[config.mk]
export PLATFORM = sky130hd
export DESIGN_NAME = dir_access_ctrl
export DESIGN_NICKNAME = d
export VERILOG_FILES = /design/src/rtl/dir_access_ctrl.sv
export SDC_FILE = /design/constraint.sdc
export NUM_CORES = 1
export LEC_CHECK = 0
export CORE_MARGIN = 3
export CORE_UTILIZATION = 37
export DETAILED_ROUTE_END_ITERATION = 7
export GPL_TIMING_DRIVEN = 0
export PLACE_DENSITY_LB_ADDON = 0.1
export SETUP_SLACK_MARGIN = 0.05
export SLEW_MARGIN = 10
export SYNTH_ARGS = -nofsm -noshare
export SYNTH_HDL_FRONTEND = slang
export SYNTH_SLANG_ARGS = --single-unit
[constraint.sdc]
create_clock -name clk -period 2.9 [get_ports clk]
set_input_delay 0.29 -clock clk [delete_from_list [all_inputs] [get_ports clk]]
set_output_delay 0.29 -clock clk [all_outputs]
set_load 0.02 [all_outputs]
[src/rtl/dir_access_ctrl.sv]
// Purpose : coherence sequencer in front of the directory: lookup, optional probe, directory write, grant.
// Latency : accept at T -> LOOKUP T+1, UPDATE T+2, grant_valid T+3 (no probe); with a probe, PROBE begins at T+2.
// Backpr. : req_ready only in IDLE; probe and grant outputs held stable until their ready; one transaction in flight.
// Ports   : req_* (request in), lookup_* (combinational directory read), update_* (directory write strobe),
//           probe_* / probe_ack_* (probe out, ack in), grant_* (grant out), busy, timeout_err.
// Build   : define DAC_TIMEOUT_EN to enable the probe-ack watchdog (ACK_TIMEOUT cycles, sticky timeout_err).
module dir_access_ctrl #(
  parameter int ADDR_W      = 64,
  parameter int ACK_TIMEOUT = 255
) (
  input  logic              clk,
  input  logic              rst,
  input  logic              req_valid,
  output logic              req_ready,
  input  logic              req_src,
  input  logic [ADDR_W-1:0] req_addr,
  input  logic              req_perm,
  output logic              lookup_req,
  output logic [ADDR_W-1:0] lookup_addr,
  input  logic [2:0]        lookup_state,
  input  logic [1:0]        lookup_presence,
  input  logic [1:0]        lookup_tip_state,
  output logic              update_req,
  output logic [ADDR_W-1:0] update_addr,
  output logic [2:0]        update_state,
  output logic [1:0]        update_presence,
  output logic [1:0]        update_tip_state,
  output logic              probe_valid,
  input  logic              probe_ready,
  output logic              probe_dst,
  output logic [ADDR_W-1:0] probe_addr,
  output logic              probe_cap,
  input  logic              probe_ack_valid,
  input  logic              probe_ack_src,
  output logic              grant_valid,
  input  logic              grant_ready,
  output logic              grant_dst,
  output logic              grant_perm,
  output logic              busy,
  output logic              timeout_err
);

  // Directory state encodings shared with the directory (tidc_params.v).
  localparam logic [2:0] DIR_STATE_SHARED    = 3'd1;
  localparam logic [2:0] DIR_STATE_EXCLUSIVE = 3'd2;

  localparam logic [2:0] S_IDLE     = 3'd0;
  localparam logic [2:0] S_LOOKUP   = 3'd1;
  localparam logic [2:0] S_PROBE    = 3'd2;
  localparam logic [2:0] S_WAIT_ACK = 3'd3;
  localparam logic [2:0] S_UPDATE   = 3'd4;
  localparam logic [2:0] S_GRANT    = 3'd5;

  logic [2:0]        state_q, state_d;
  logic              src_q, src_d;
  logic [ADDR_W-1:0] addr_q, addr_d;
  logic              perm_q, perm_d;
  logic [1:0]        pres_q, pres_d;
  logic              cap_q, cap_d;
  logic              other;
  logic              ack_hit;
  logic              to_hit;
  logic              upd_excl;
  logic [1:0]        src_onehot;

  assign other      = ~src_q;
  assign ack_hit    = probe_ack_valid && (probe_ack_src == other);
  assign src_onehot = src_q ? 2'b10 : 2'b01;
  // A read only ends up SHARED when the other agent keeps a copy (downgraded or already Branch).
  assign upd_excl   = perm_q || !pres_q[other];

  always_comb begin
    state_d = state_q;
    src_d   = src_q;
    addr_d  = addr_q;
    perm_d  = perm_q;
    pres_d  = pres_q;
    cap_d   = cap_q;
    case (state_q)
      S_IDLE: begin
        if (req_valid) begin
          src_d   = req_src;
          addr_d  = req_addr;
          perm_d  = req_perm;
          state_d = S_LOOKUP;
        end
      end
      S_LOOKUP: begin
        pres_d  = lookup_presence;
        state_d = S_UPDATE;
        // Only the other agent is ever probed; the requester's own copy never needs one.
        if (perm_q && lookup_presence[other]) begin
          cap_d   = 1'b0;
          state_d = S_PROBE;
        end else if (!perm_q && lookup_tip_state[other]) begin
          cap_d   = 1'b1;
          state_d = S_PROBE;
        end
      end
      S_PROBE:    if (probe_ready) state_d = S_WAIT_ACK;
      S_WAIT_ACK: if (ack_hit || to_hit) state_d = S_UPDATE;
      S_UPDATE:   state_d = S_GRANT;
      S_GRANT:    if (grant_ready) state_d = S_IDLE;
      default:    state_d = S_IDLE;
    endcase
  end

  always_ff @(posedge clk or posedge rst) begin
    if (rst) begin
      state_q <= S_IDLE;
      src_q   <= 1'b0;
      addr_q  <= '0;
      perm_q  <= 1'b0;
      pres_q  <= 2'b00;
      cap_q   <= 1'b0;
    end else begin
      state_q <= state_d;
      src_q   <= src_d;
      addr_q  <= addr_d;
      perm_q  <= perm_d;
      pres_q  <= pres_d;
      cap_q   <= cap_d;
    end
  end

`ifdef DAC_TIMEOUT_EN
  localparam logic [7:0] TO_LAST = 8'(ACK_TIMEOUT - 1);
  logic [7:0] cnt_q;
  logic       terr_q;

  // Counter reads 0 in the first WAIT_ACK cycle, so the limit hits in cycle ACK_TIMEOUT.
  assign to_hit = (state_q == S_WAIT_ACK) && (cnt_q == TO_LAST);

  always_ff @(posedge clk or posedge rst) begin
    if (rst) begin
      cnt_q  <= 8'd0;
      terr_q <= 1'b0;
    end else begin
      if (state_q == S_PROBE)         cnt_q <= 8'd0;
      else if (state_q == S_WAIT_ACK) cnt_q <= cnt_q + 8'd1;
      if (to_hit) terr_q <= 1'b1;
    end
  end

  assign timeout_err = terr_q;
`else
  logic unused_ack_timeout;
  assign unused_ack_timeout = ^ACK_TIMEOUT;
  assign to_hit      = 1'b0;
  assign timeout_err = 1'b0;
`endif

  // The old directory state is implied by the presence/Tip vectors.
  logic unused_lookup_state;
  assign unused_lookup_state = ^lookup_state;

  assign req_ready   = (state_q == S_IDLE);
  assign busy        = (state_q != S_IDLE);

  assign lookup_req  = (state_q == S_LOOKUP);
  assign lookup_addr = lookup_req ? addr_q : '0;

  assign probe_valid = (state_q == S_PROBE);
  assign probe_dst   = probe_valid & other;
  assign probe_cap   = probe_valid & cap_q;
  assign probe_addr  = probe_valid ? addr_q : '0;

  assign update_req       = (state_q == S_UPDATE);
  assign update_addr      = update_req ? addr_q : '0;
  assign update_state     = !update_req ? 3'd0 : (upd_excl ? DIR_STATE_EXCLUSIVE : DIR_STATE_SHARED);
  assign update_presence  = !update_req ? 2'b00 : (upd_excl ? src_onehot : (pres_q | src_onehot));
  assign update_tip_state = (update_req && upd_excl) ? src_onehot : 2'b00;

  assign grant_valid = (state_q == S_GRANT);
  assign grant_dst   = grant_valid & src_q;
  assign grant_perm  = grant_valid & upd_excl;

endmodule

# After elaboration in Yosys (flattened, before gate mapping)
# Cells that the tools add are included.
# Widths: inputs -> output; s select.
[word_totals]
ram_bits = 0
rom_bits = 0
in_bits = 80
latch_bits = 0
wordCells = 60
out_inout_bits = 210
n_memories = 0
register_bits = 72
[classes]
add_sub_neg = 0
reduce_logical = 13
div = 0
n_bitwise = 6
muxes = 24
n_lt_le_gt_ge = 1
shifts = 0
mul = 0
n_eq_ne = 10
[ops]
columns = ["op", "n"]
rows = [
  ["$mux 64", 3],
  ["$mux 3", 6],
  ["$pmux 3 s6", 1],
  ["$mux 2", 6],
  ["$mux 1", 8],
  ["$eq 3x2->1 const B", 2],
  ["$eq 3x3->1 const B", 2],
  ["$and 1x1->1", 4],
  ["$logic_and 1x1->1", 4],
  ["$ne 2x1->1 const B", 2],
  ["$ne 2x2->1 const B", 2],
  ["$reduce_and 2->1", 2],
  ["$reduce_and 4->1", 1],
  ["$eq 3x1->1 const B", 1],
  ["$logic_not 3->1", 1],
  ["$reduce_bool 3->1", 1],
  ["$logic_not 1->1", 2],
  ["$lt 1x2->1 const B", 1],
  ["$or 2x2->2", 1],
  ["$reduce_bool 2->1", 1],
  ["$eq 1x1->1", 1],
  ["$logic_or 1x1->1", 1],
  ["$not 1->1", 1],
]

# Longest topological paths before layout
[depth]
ltp_word = 7
mapped_depth = 8
depth_no_buf = 5

# Least setup slack after synthesis
# Ideal clock, no wire load.
[synth_path]
path_kind = "reg-to-reg"
start = "register state_q[0]"
end = "register addr_q[0]"
setup_time_ps = 125
setup_slack_ps = 1051
path_buffers = 3
synth_period_minus_slack_ps = 1849
arrival_time_ps = 1724
stages_incl_launch_ff = 9
required_time_ps = 2775
path_cell_list = "dfrtp_1 > buf_2 > nor2_2 > nand2_1 > inv_2 > and2_4 > buf_6 > buf_6 > mux2_4"
[synth_via]
elab_chain_len = 2
[synth_lines]
columns = ["item", "line_no", "text"]
rows = [
  ["start, declared", "54", "logic [2:0] state_q, state_d;"],
  ["start signal, assigned", "117", "state_q <= state_d;"],
  ["$logic_not 3->1", "n/a", ""],
  ["named net req_ready", "14", "output logic req_ready,"],
  ["$reduce_and 2->1 (no source line)", "n/a", ""],
  ["end signal, assigned", "119", "addr_q <= addr_d;"],
  ["end, declared", "56", "logic [ADDR_W-1:0] addr_q, addr_d;"],
]
# The timed path passes the listed nets, and every way through them passes these cells.
# A chain may end at the register's enable or synchronous reset.

# Worst setup path after layout
[layout_path]
start = "register state_q[2]"
end = "output probe_addr[30]"
[layout_via]
elab_chain_len = 2
[layout_lines]
columns = ["item", "line_no", "text"]
rows = [
  ["$eq 3x2->1", "163", "assign probe_valid = (state_q == S_PROBE);"],
  ["$mux 64", "166", "assign probe_addr = probe_valid ? addr_q : '0;"],
  ["end, declared", "31", "output logic [ADDR_W-1:0] probe_addr,"],
]
# No other way between the ends.

==> results.sh <==
export IMPL_diodes=0
export IMPL_p_leak_nw=3.72
export IMPL_setup_ws_ns=0.174
export IMPL_initial_core_util_pct=38.1
export IMPL_drt_iter0_markers=208
export IMPL_ys_seq_elements=72
export IMPL_vias_per_cell=4.83
export IMPL_switching_share_pct=41.2
export IMPL_intPower_mw=4.89
export IMPL_insertion_delay_ns=0.32
export IMPL_antenna_found_initial=0
export IMPL_critPathKind="reg2out"
export IMPL_cts_buffers=9
export IMPL_finalWeightedCongestion=0.803
export IMPL_post_dp_cell_area_um2=7450
export IMPL_syn_inst=417
export IMPL_grt_pass1_wl_um=24000
export IMPL_synth_warnings=0
export IMPL_cp_cell_sequence="nand2b_2, nor2_2, clkbuf_4, buf_2, and2_1, clkdlybuf4s50_1"
export IMPL_avgSynthCellArea_um2=10.5
export IMPL_maxSlewViolCount=0
export IMPL_combPwrFrac_pct=62.7
export IMPL_finalHoldViolations=0
export IMPL_wirelength_um=15500
export IMPL_first_pass_iters=4
export IMPL_ys_seq_area_share_pct=41.0
export IMPL_status="finished clean"
export IMPL_hold_buffers=0
export IMPL_root_buffer="clkbuf_16"
export IMPL_synthTopCellsByArea="dfrtp_1, and2_1, mux2_4"
export IMPL_place_hpwl_um=12100
export IMPL_rsz0062_at_grt="false"
export IMPL_cpMaxStageDelayCell="clkdlybuf4s50_1"
export IMPL_port_buffers=284
export IMPL_synth_cell_type_count=32
export IMPL_period_share_pct=94.0
export IMPL_die_x_um=115
export IMPL_die_h_um=115
export IMPL_coreArea_um2=11500
export IMPL_overflow=0
export IMPL_yosysTopAreaCell="dfrtp_1"
export IMPL_fin_tns_setup_ns=0
export IMPL_grt_pass1_vias=4467
export IMPL_layout_common_cells="clkdlybuf4s50_1, and2_1, dfrtp_1"
export IMPL_async_reset_ff_share_pct=100
export IMPL_p_per_area_nw_per_um2=1060
export IMPL_fin_nets=795
export IMPL_crit_path_end_kind="output port"
export IMPL_boundaryPins=290
export IMPL_vias=4164
export IMPL_clkTransAtPathRegs_ns=0.06
export IMPL_crit_required_ns=2.61
export IMPL_clockBufferDepth=2
export IMPL_finish_utilization_pct=68.0
export IMPL_synthToLayoutAreaGrowth_pct=78.4
export IMPL_hp_class="in2async"
export IMPL_startpoint_type="flip-flop"
export IMPL_p_clk_share_pct=13.2
export IMPL_layout_commonest_cell="clkdlybuf4s50_1"
export IMPL_slowest_delay_ns=0.61
export IMPL_synth_edff_count=0
export IMPL_antenna_left=0
export IMPL_drcViolationCount=0
export IMPL_switching_power_mw=3.42
export IMPL_finalClockSkew_ns=0.00945
export IMPL_period_needed_ns=2.73
export IMPL_fmax_mhz=367
export IMPL_wire_per_inst_um=18.0
export IMPL_finalInstanceArea_um2=7840
export IMPL_tritoncts="done"
export IMPL_sequentialPowerShare_pct=24.1
export IMPL_grt_use_total_pct=23.0
export IMPL_worst_ep_arrival_time_ns=2.44
export IMPL_cts_sinks=72
export IMPL_yosysTopAreaCellShare_pct=41.0
export IMPL_drive_gt1_share_pct=16.7
export IMPL_ys_flop_type="dfrtp_1"
export IMPL_grt_start_max_net_pins=65
export IMPL_setup_viol_count_final=0
export IMPL_synth_area_um2=4390
export IMPL_htree_levels=3
export IMPL_ir_worst_vdd_v=0.000552
export IMPL_dp_slack_ns=0.0579
export IMPL_cp_max_fo=10
export IMPL_drv_cap=0
export IMPL_dieArea_um2=13200
export IMPL_core_rowCount=39
==> per-stage QoR <==
| stage | std cells | hold slack (ns) | total power, mW |
|---|---|---|---|
| 2_1_floorplan | 418 | 0.428 | 4.86 |
| 3_3_place_gp | 845 | 0.489 | 7.07 |
| 3_5_place_dp | 846 | 0.506 | 7.20 |
| 4_1_cts | 863 | 0.216 | 8.39 |
| 5_1_grt | 863 | 0.218 | 8.82 |
| 6_report | 863 | 0.223 | 8.31 |
==> layout make-up <==
class                   count  area, um^2
clock inverters             7        71.3
plain buffers              39         216
inverters                   7        28.8
well taps                 143         179
flip-flops and latches     72        1800
fillers                   929        3680
repair buffers            286        2930
clock buffers               9         225
multi-input cells         300        2380
==> layer usage <==
metal  track usage (%)  wire (um)
met3              6.32       1170
met1              27.2       6190
met2              41.1       7930
met5                 0          0
met4              5.79        233
==> worst max-delay path, delay by kind of cell (launching register included) <==
kind	cells	cell delay (ns)
buffers and inverters	3	1.08
and+or+nand+nor	3	0.56
DFF	1	0.46
==> state kept, by name, summed over array words and instances (netlist names) <==
register,count
cap_q,1
perm_q,1
addr_q,64
state_q,3
src_q,1
pres_q,2
==> cell families (layout without fill, tap and decap cells) <==
| logic type | count (synthesis) | in the layout | share of synthesized area (%) |
|---|---|---|---|
| xor gates and xnor gates | 1 | 1 | 0.199 |
| and+or+nand+nor | 215 | 215 | 30.3 |
| buffers and inverters | 46 | 348 | 5.07 |
| DFF | 72 | 72 | 41.0 |
| AOI/OAI and AO/OA | 12 | 12 | 1.82 |
| muxes | 70 | 70 | 21.5 |
| other | 1 | 2 | 0.0854 |
==> synth_stat cells, drive strengths merged, types with 2 or more instances <==
cell type  instances
a21oi              4
and2             132
and3              66
buf               11
clkbuf            28
dfrtp             72
inv                7
mux2              69
nand2              5
nand3              2
nor2               4
nor2b              2
nor3               2
==> power by group through the flow <==
stage                     Clock [mW]  Combinational [mW]  Sequential [mW]
final                           1.09                5.21             2.01
after CTS                       1.12                5.26             2.01
after floorplan                    0                3.04             1.82
after global placement             0                5.09             1.98
after detailed placement           0                5.19             2.01
after global routing            1.17                5.55             2.09
==> final timing paths <==
check	start	end	slack [ns]	depth (start not counted)
min in group clk	perm_q	cap_q	0.53	1
min reg2reg	perm_q	cap_q	0.53	1
max reg2reg	state_q[0]	addr_q[62]	1.06	8
max in group asynchronous	rst	addr_q[17]	2.13	3
max	state_q[2]	probe_addr[30]	0.17	6
min	rst	addr_q[42]	0.22	2
==> repair_timing <==
item	in CTS	in global routing
setup buffers	1	0
pin swaps	0	0
gates resized for setup	9	33
setup endpoints to repair	169	105
Note: power is estimated with default switching activity, not from simulation.
==> RTL change: new RTL, same settings <==
`ADDR_W`: 64 -> 32.
--- a/src/rtl/dir_access_ctrl.sv
+++ b/src/rtl/dir_access_ctrl.sv
@@ -7,3 +7,3 @@
 module dir_access_ctrl #(
-  parameter int ADDR_W      = 64,
+  parameter int ADDR_W      = 32,
   parameter int ACK_TIMEOUT = 255
Interface: changed (resized lookup_addr, probe_addr, req_addr and update_addr); port bits go from 290 to 162. The function was not compared with the original's and may differ.
==> RTL change against the unedited design <==
Area after synthesis shrank 44%. First-iteration DRC count shrank 73%. Setup slack lost 0.0052 ns. Worst hold slack gained 0.13 ns. Sequential cell count shrank 32. Highest routed layer unchanged. Power shrank 50%. Count of clock-buffer cells in the layout shrank 4. Fmax shrank 0.19%. Global-route usage shrank 2.8 points. Wire length shrank 51%. Final area shrank 46%.
==> RTL change: results (changes against the unedited design) <==
stage	metric	value	unit	change
run_status	outcome	finished, final reports clean		
detailed_routing	met1_length	3.145	mm	-49%
detailed_routing	drt-wirelength-per-cell	15.64	um	-13%
clock_tree	htree_levels	2		-1
worst_setup_path	critical_path_peak_fanout	10		unchanged
final_layout	regs_by_ff_count	addr_q (32), state_q (3), pres_q (2)		
detailed_routing	detail_route.vias_per_cell	4.737		-1.8%
timing	fin_worst_skew	0.003744	ns	-0.005708 ns
power	total_leakage_power	1.850	nW	-50%
timing	worst_slew_margin_rel	53.69	%	
detailed_routing	met2RoutedLength	3.771	mm	-52%
final_layout	filler_cell_count	524		-44%
final_layout	design.final.nets	455		-43%
yosys	synth.top_cells.by_area	sky130_fd_sc_hd__dfrtp_1, sky130_fd_sc_hd__and2_1, sky130_fd_sc_hd__mux2_2, sky130_fd_sc_hd__and3_1, sky130_fd_sc_hd__buf_6		
clock_tree	clock_insertion_delay_worst_skew	0.29	ns	-0.03 ns
yosys	netlist_top_cells_count	sky130_fd_sc_hd__and2_1, sky130_fd_sc_hd__dfrtp_1, sky130_fd_sc_hd__and3_1, sky130_fd_sc_hd__mux2_2, sky130_fd_sc_hd__clkbuf_1		
placement	dp_hpwl	5.828	mm	-52%
final_layout	share_of_layout_cells_above_drive_strength_1	15.06	%	-1.6 points
placement	number_of_buffers_inserted_by_port_buffering	156		-45%
power	irDropWorstVdd	0.6657	mV	+21%
detailed_routing	drt_iter0_markers	56		-73%
placement	placer_congestion	0.7034		-12%
global_route	grt_util_all_layers	20.15	%	-2.8 points
detailed_routing	top_layer	met4		
global_route	largest_net_degree_at_the_start_of_global_routing	22		-66%
global_route	grt_first_pass_wirelength	12.01	mm	-50%
yosys	synth.yosys.seq_area_share	40.67	%	-0.35 points
## RTL change: what timing repair did
| action | CTS | global route |
|---|---|---|
| endpoints found under the setup margin | 0 | 47 |
| hold buffers | 0 | 0 |
| setup buffers | 0 | 0 |
| gates resized for setup | 0 | 15 |
## RTL change: path summary, 6_finish.rpt
check                                               to  cells after the start  slack [ns]                   start
max in group asynchronous       addr_q[22]$_DFFE_PP0P_                      3        2.08                     rst
min in group clk                addr_q[29]$_DFFE_PP0P_                      1        0.52  addr_q[29]$_DFFE_PP0P_
worst min-delay path            addr_q[23]$_DFFE_PP0P_                      2        0.35                     rst
worst max register to register  addr_q[10]$_DFFE_PP0P_                      3        1.00  state_q[2]$_DFFE_PP0P_
worst max-delay path                   lookup_addr[13]                      5        0.17  state_q[2]$_DFFE_PP0P_
worst min register to register  addr_q[29]$_DFFE_PP0P_                      1        0.52  addr_q[29]$_DFFE_PP0P_
## RTL change: worst max-delay path, delay by kind of cell (launching register included)
kind / cells / cell delay, ns
buffers and inverters: 3 / 1.02
flip-flops: 1 / 0.49
AND/OR/NAND/NOR: 2 / 0.64
## RTL change: area by class of cell
cell class / instances / share of cell area [%]
clock buffers: 5 / 1.623
well taps: 77 / 2.272
inverters: 6 / 0.5311
repair buffers: 157 / 37.53
flip-flops and latches: 40 / 23.61
multi-input cells: 176 / 31.25
plain buffers: 21 / 3.187
## RTL change: logic make-up (layout without fill, tap and decap cells)
logic type      count (synthesis)  in the layout  share of synthesized area, %
xor+xnor                        1              1                        0.3559
other cells                     1              2                        0.1524
simple gates                  122            122                         31.37
flops                          40             40                         40.67
compound gates                 10             10                         2.440
mux                            41             41                         19.12
buf+inv                        27            189                         5.897
## RTL change: metal layers
layer	vias up	track usage, %
met3	6	6.397
met4	0	4.045
li1	1127	-
met5	-	0
met1	1062	24.81
met2	88	34.79
## RTL change: through the flow
stage	area [um2]	instances	utilization [%]	setup WS, ns
after floorplan	2465	243	-	1.135
after global placement	4123	476	64.56	0.4491
after detailed placement	4150	477	64.99	0.3799
after CTS	4219	482	66.07	0.05511
after global routing	4240	482	66.40	0.04521
final	4240	482	66.40	0.1693
## RTL change: where the power goes
group	internal, mW	switching, mW
logic	1.40	1.35
clock network	0.155	0.176
registers	0.846	0.241
total	2.40	1.77
